## config.mk

```make
export PLATFORM = sky130hd
export DESIGN_NAME = quickq_scan_datapath
export DESIGN_NICKNAME = d
export VERILOG_FILES = /design/src/rtl/quickq_pkg.sv /design/src/rtl/quickq_addr_counter.sv /design/src/rtl/quickq_scan_datapath.sv
export SDC_FILE = /design/constraint.sdc
export NUM_CORES = 1
export LEC_CHECK = 0
export CAP_MARGIN = 25
export CORE_AREA = 2 2 108 68
export CTS_CLUSTER_SIZE = 10
export DETAILED_ROUTE_END_ITERATION = 10
export DIE_AREA = 0 0 110 70
export PLACE_DENSITY = 0.72
export SETUP_SLACK_MARGIN = 0.05
export SLEW_MARGIN = 20
export SYNTH_ARGS = -nofsm -noshare
export SYNTH_HDL_FRONTEND = slang
export SYNTH_HIERARCHICAL = 1
export SYNTH_SLANG_ARGS = --single-unit
```

## constraint.sdc

```tcl
create_clock -name clk -period 5.1 [get_ports clk]
set_input_delay 1.53 -clock clk [delete_from_list [all_inputs] [get_ports clk]]
set_output_delay 1.53 -clock clk [all_outputs]
set_load 0.005 [all_outputs]
```

## src/rtl/quickq_pkg.sv

```systemverilog
// Shared types and default sizes for the QuickQ scan datapath.
`default_nettype none

package quickq_pkg;

  localparam int QQ_KEY_W = 16;
  localparam int QQ_DEPTH = 16;

  typedef enum logic [3:0] {
    S_IDLE   = 4'b0001,
    S_RD     = 4'b0010,
    S_CMP    = 4'b0100,
    S_APPEND = 4'b1000
  } scan_state_t;

endpackage

`default_nettype wire

```

## src/rtl/quickq_addr_counter.sv

```systemverilog
// Scan address counter: synchronous clear/increment, asynchronous active-low reset.
`default_nettype none

module quickq_addr_counter
  import quickq_pkg::*;
#(
  parameter int ADDR_W = 4
) (
  input  logic              clk,
  input  logic              rst_n,
  input  logic              clear,
  input  logic              incr,
  output logic [ADDR_W-1:0] value
);

  always_ff @(posedge clk or negedge rst_n) begin
    if (!rst_n) begin
      value <= '0;
    end else if (clear) begin
      value <= '0;
    end else if (incr) begin
      value <= value + ADDR_W'(1);
    end
  end

endmodule

`default_nettype wire

```

## src/rtl/quickq_scan_datapath.sv

```systemverilog
// Scans the sorted key RAM for a new key, executing the insert controller's advance/swap commands.
// Optional: QQ_STABLE_TIE_EN makes equal keys advance (FIFO order among equal keys).
`default_nettype none

module quickq_scan_datapath
  import quickq_pkg::*;
#(
  parameter int KEY_W  = QQ_KEY_W,
  parameter int DEPTH  = QQ_DEPTH,
  parameter int ADDR_W = $clog2(DEPTH)
) (
  input  logic              clk,
  input  logic              rst_n,
  input  logic              in_valid,
  input  logic [KEY_W-1:0]  in_key,
  output logic              in_ready,
  output logic [ADDR_W-1:0] ram_addr,
  input  logic [KEY_W-1:0]  ram_rdata,
  output logic [KEY_W-1:0]  ram_wdata,
  output logic              ram_we,
  output logic              result,
  output logic              result_valid,
  input  logic              incr,
  input  logic              we,
  output logic              done,
  output logic [ADDR_W:0]   count
);

  localparam logic [ADDR_W:0] FULL = (ADDR_W+1)'(DEPTH);

  scan_state_t       state, state_nxt;
  logic [KEY_W-1:0]  key;
  logic [KEY_W-1:0]  entry;
  logic [KEY_W-1:0]  entry_cur;
  logic              entry_held;
  logic [ADDR_W-1:0] addr;
  logic [ADDR_W:0]   addr_plus1;
  logic              addr_clear;
  logic              addr_incr;
  logic              handshake;
  logic              cmd;
  logic              key_after;

  quickq_addr_counter #(.ADDR_W(ADDR_W)) u_addr (
    .clk   (clk),
    .rst_n (rst_n),
    .clear (addr_clear),
    .incr  (addr_incr),
    .value (addr)
  );

  assign in_ready   = (state == S_IDLE) && (count < FULL);
  assign handshake  = in_valid && in_ready;
  assign cmd        = incr || we;
  assign addr_plus1 = {1'b0, addr} + (ADDR_W+1)'(1);
  assign ram_addr   = addr;
  // RAM output is only valid on the first compare cycle; afterwards use the captured copy.
  assign entry_cur  = entry_held ? entry : ram_rdata;

`ifdef QQ_STABLE_TIE_EN
  assign key_after = (key >= entry_cur);
`else
  assign key_after = (key > entry_cur);
`endif

  always_comb begin
    state_nxt    = state;
    addr_clear   = 1'b0;
    addr_incr    = 1'b0;
    ram_we       = 1'b0;
    ram_wdata    = key;
    result       = 1'b0;
    result_valid = 1'b0;
    done         = 1'b0;
    case (state)
      S_IDLE: begin
        if (handshake) begin
          addr_clear = 1'b1;
          state_nxt  = (count == '0) ? S_APPEND : S_RD;
        end
      end
      S_RD: state_nxt = S_CMP;
      S_CMP: begin
        result_valid = 1'b1;
        result       = key_after;
        if (cmd) begin
          addr_incr = 1'b1;
          ram_we    = we;
          state_nxt = (addr_plus1 == count) ? S_APPEND : S_RD;
        end
      end
      S_APPEND: begin
        ram_we    = 1'b1;
        done      = 1'b1;
        state_nxt = S_IDLE;
      end
      default: state_nxt = S_IDLE;
    endcase
  end

  always_ff @(posedge clk or negedge rst_n) begin
    if (!rst_n) begin
      state      <= S_IDLE;
      key        <= '0;
      entry      <= '0;
      entry_held <= 1'b0;
      count      <= '0;
    end else begin
      state      <= state_nxt;
      entry_held <= (state == S_CMP) && !cmd;
      if (state == S_CMP && !entry_held) begin
        entry <= ram_rdata;
      end
      if (handshake) begin
        key <= in_key;
      end else if (state == S_CMP && we) begin
        key <= entry_cur;
      end
      if (state == S_APPEND) begin
        count <= count + (ADDR_W+1)'(1);
      end
    end
  end

endmodule

`default_nettype wire

```

==> key figures <==
Worst setup path
  • Largest stage delay, worst path: about 0.48 ns
  • Crit path buf inv count: 2
  • CP Launch Type: input pin
  • Critical path's top delay family: compound AO/OA/AOI/OAI gates
  • CP Class: input pin to primary output
  • CP endpoint kind: primary output
  • Data arrival, critical path: 3.43 ns
  • Critical path required time: around 3.6 ns
  • CP max FO: 2
  • Worst path slowest cell: clkdlybuf4s50_1
  • Worst-path cell chain: clkdlybuf4s50_1 -> mux2i_1 -> ha_1 -> nand2_2 -> o21ai_1 -> a221o_1 -> o311a_1 -> buf_2

Logic synthesis
  • XOR/XNOR Fraction of Synth Area: under 10%
  • Post-synth EDFFs: 0
  • Post-Synth Simple-Gate Area: between 10% and 20%
  • Mux contribution to synthesized area: between 10% and 20%
  • Ys flop type: dfrtp_1
  • Syn avg cell area: around 11 sq um
  • FF+latch count, synth: 46
  • Synthesis Warnings: 6
  • Main combinational cell family by area after synthesis: multiplexers
  • Compound-gate portion of the synthesized area: 13.2%
  • Yosys cell types: between 40 and 50
  • Netlist Area Pre-Place: about 2600 sq um
  • Synth Instances: ~230
  • Seq/Total Area, Yosys: roughly 44%
  • Syn Nets: 286
  • Post-synthesis adder-cell area fraction: roughly a tenth
  • Share of synthesized registers carrying an async set or reset: 100%

Placement
  • DP Cell Count: ~390
  • Placed cell areas: 3440 sq um
  • Pre-CTS worst setup slack: -0.458 ns
  • Detail Placement HPWL: roughly 5 mm
  • Port Buffers: 66
  • Routability cong.: between 0.7 and 0.8

Die
  • Floorplan core area: about 6900 sq um
  • Num rows: 24
  • Die Ht: 70 um
  • Die footprint: ~7700 sq um
  • Die Width: approximately 110 um
  • I/O pins: between 60 and 70
  • Initial Util: roughly two fifths

Global routing
  • Global routing usage on met2: a little over a quarter
  • GRT Total Usage: a little under a fifth
  • GR peak layer: met1
  • Vias in the first global route: 2148
  • Antenna violations before repair: 0
  • GR Overflow Total: 0
  • Grt met3 use: between 4 and 5%
  • Met1 usage: around 27%
  • First-pass GRT wire length: around 11 mm
  • Pin count of the biggest net entering global routing: 29

Finish
  • Footprint of the multi-input gates: 1430 sq um
  • Finished Layout Cells: 400
  • # diodes: 0
  • P&R area growth vs syn: 37.2%
  • Layout cell share with drive strength beyond 1: between 10% and 20%
  • Sequential cell area: between 1000 and 1500 sq um
  • Post-route cell area: between 3000 and 4000 sq um
  • Fillers: 631
  • Final-stage net count: 366

Clocking
  • Hold-fix buffers at CTS: 0
  • Root Driver: clkbuf_8
  • CTS tree: done
  • Clk sinks: 46
  • Clk_lat worst skew: between 0.2 and 0.3 ns
  • Clk buf depth: 2
  • CTS buffer count: 5
  • CTS H-tree lvls: 2
  • Clock transition at the registers of the reported paths: approximately 0.08 ns

STA
  • Slew HR: about a third
  • Fin crit share: 97.3%
  • Crit path time final: about 5 ns
  • RSZ-0062 raised after global routing: false
  • Fmax achieved: a little over 200 MHz
  • Final WS setup: 0.136 ns
  • Slew @ Worst Pin: roughly 1.0 ns
  • Final Skew: 0.00922 ns
  • Min Hold Slack: roughly 0.51 ns
  • Final Setup Violations: 0
  • Final hold vios: 0
  • Slew Limit Fails: 0

Worst hold path
  • Hold crit path type: flop to flop

Pwr
  • Leakage: 1.66 nW
  • Peak supply drop: ~180 uV
  • Pwr Density: about 420 nW/um^2

Detailed routing
  • DRC violations left: 0
  • Vias/cell: roughly 5.3
  • Routed Antenna Nets: 0
  • Wirelength, routed: 6.64 mm
  • DR WL/cell: approximately 17 um
  • DR vias: 2129
  • Drt pass-1 iters: 4
  • Violation count after the first detailed-route iteration: 95

Job
  • Number of max-cap violations: 0

Outcome
  • Status: finished clean
metrics by stage:
stage	util, %	TNS, ns	total power [mW]
4_1_cts	51.5	0	1.53
2_1_floorplan	-	0	0.962
5_1_grt	52.4	0	1.65
3_3_place_gp	49.7	-0.448	1.27
6_report	52.4	0	1.53
3_5_place_dp	50.0	-0.458	1.30
layer usage:
metal | routed length (um) | part of all wire [%] | vias up
met4 | 34 | 0.51 | 0
met5 | 0 | 0 | -
met2 | 2900 | 44 | 56
met3 | 414 | 6.2 | 5
met1 | 3290 | 50 | 1059
li1 | - | - | 1009
worst reg2reg max path, cell delays in order (launching register included):
cell and delay (ns):
dfrtp_1 0.46, nor4b_2 0.89, nor2b_1 0.61, buf_4 0.32, mux2_2 0.36
cell usage in the layout, fill, tap and decap left out, types with 5 or more instances in the layout:
| master | n |
|---|---|
| xnor2_1 | 7 |
| mux2i_1 | 14 |
| dlymetal6s2s_1 | 9 |
| nand2_1 | 8 |
| clkbuf_8 | 5 |
| nor2_1 | 23 |
| dfrtp_1 | 45 |
| nor2b_1 | 5 |
| nand4_1 | 7 |
| mux2_2 | 17 |
| buf_4 | 15 |
| clkdlybuf4s50_1 | 54 |
| inv_1 | 7 |
| a221o_1 | 17 |
| ha_1 | 20 |
state kept, by name (all words and copies together), names as in the netlist:
register and flops:
ram_wdata 16, entry 16, count 5, u_addr/value 4, entry_held 1, state 4
cells in the mapped netlist, types with 2 or more instances:
master    count  area, sq um
xor2_1        3         26.3
a21oi_1       7         35.0
inv_1         7         26.3
nand4_1       7         43.8
mux2i_1      16          160
ha_1         20          250
dfrtp_1      45         1130
mux2_2       17          191
nor2b_1       5         31.3
a221o_1      17          170
nor2_1       23         86.3
nand2b_1      2         12.5
xnor2_1       7         61.3
nand2_1       9         33.8
buf_4         2         15.0
clkbuf_1      5         18.8
nand3_1       4         20.0
nor4b_2       2         30.0
o21ai_0       5         25.0
a211oi_1      2         15.0
kinds of logic after synthesis:
kind of cell	count (synthesis)
AOI/OAI and AO/OA	42
xor gates and xnor gates	10
and+or+nand+nor	61
DFF	46
adders and majority gates	20
muxes	34
buffers and inverters	16
final timing paths:
check	cells after the start	from	slack (ns)	end
max	8	ram_rdata[6]	0.14	result
min	1	entry[0]	0.51	entry[0]
max reg2reg	4	state[1]	2.33	entry[3]
min reg2reg	1	entry[0]	0.51	entry[0]
max in group asynchronous	2	rst_n	3.42	entry[6]
min in group asynchronous	1	rst_n	1.18	state[1]
power breakdown:
group	total, mW	switching [mW]	internal, mW
clock	0.211	0.116	0.0947
sequential	0.607	0.118	0.489
combinational	0.712	0.290	0.422
final cells by class:
| cell class | count | area share [%] |
|---|---|---|
| Inverter | 7 | 0.729 |
| Tap cell | 91 | 3.16 |
| Clock buffer | 7 | 2.12 |
| Multi-Input combinational cell | 167 | 39.7 |
| Sequential cell | 46 | 32.0 |
| Timing Repair Buffer | 82 | 22.3 |
repair_timing:
item,CTS,global route
pin swaps,8,16
gates resized for setup,9,15
buffers inserted,2,3
gates cloned,0,0
endpoints found under the setup margin,1,1
(Power assumes the default switching activity.)
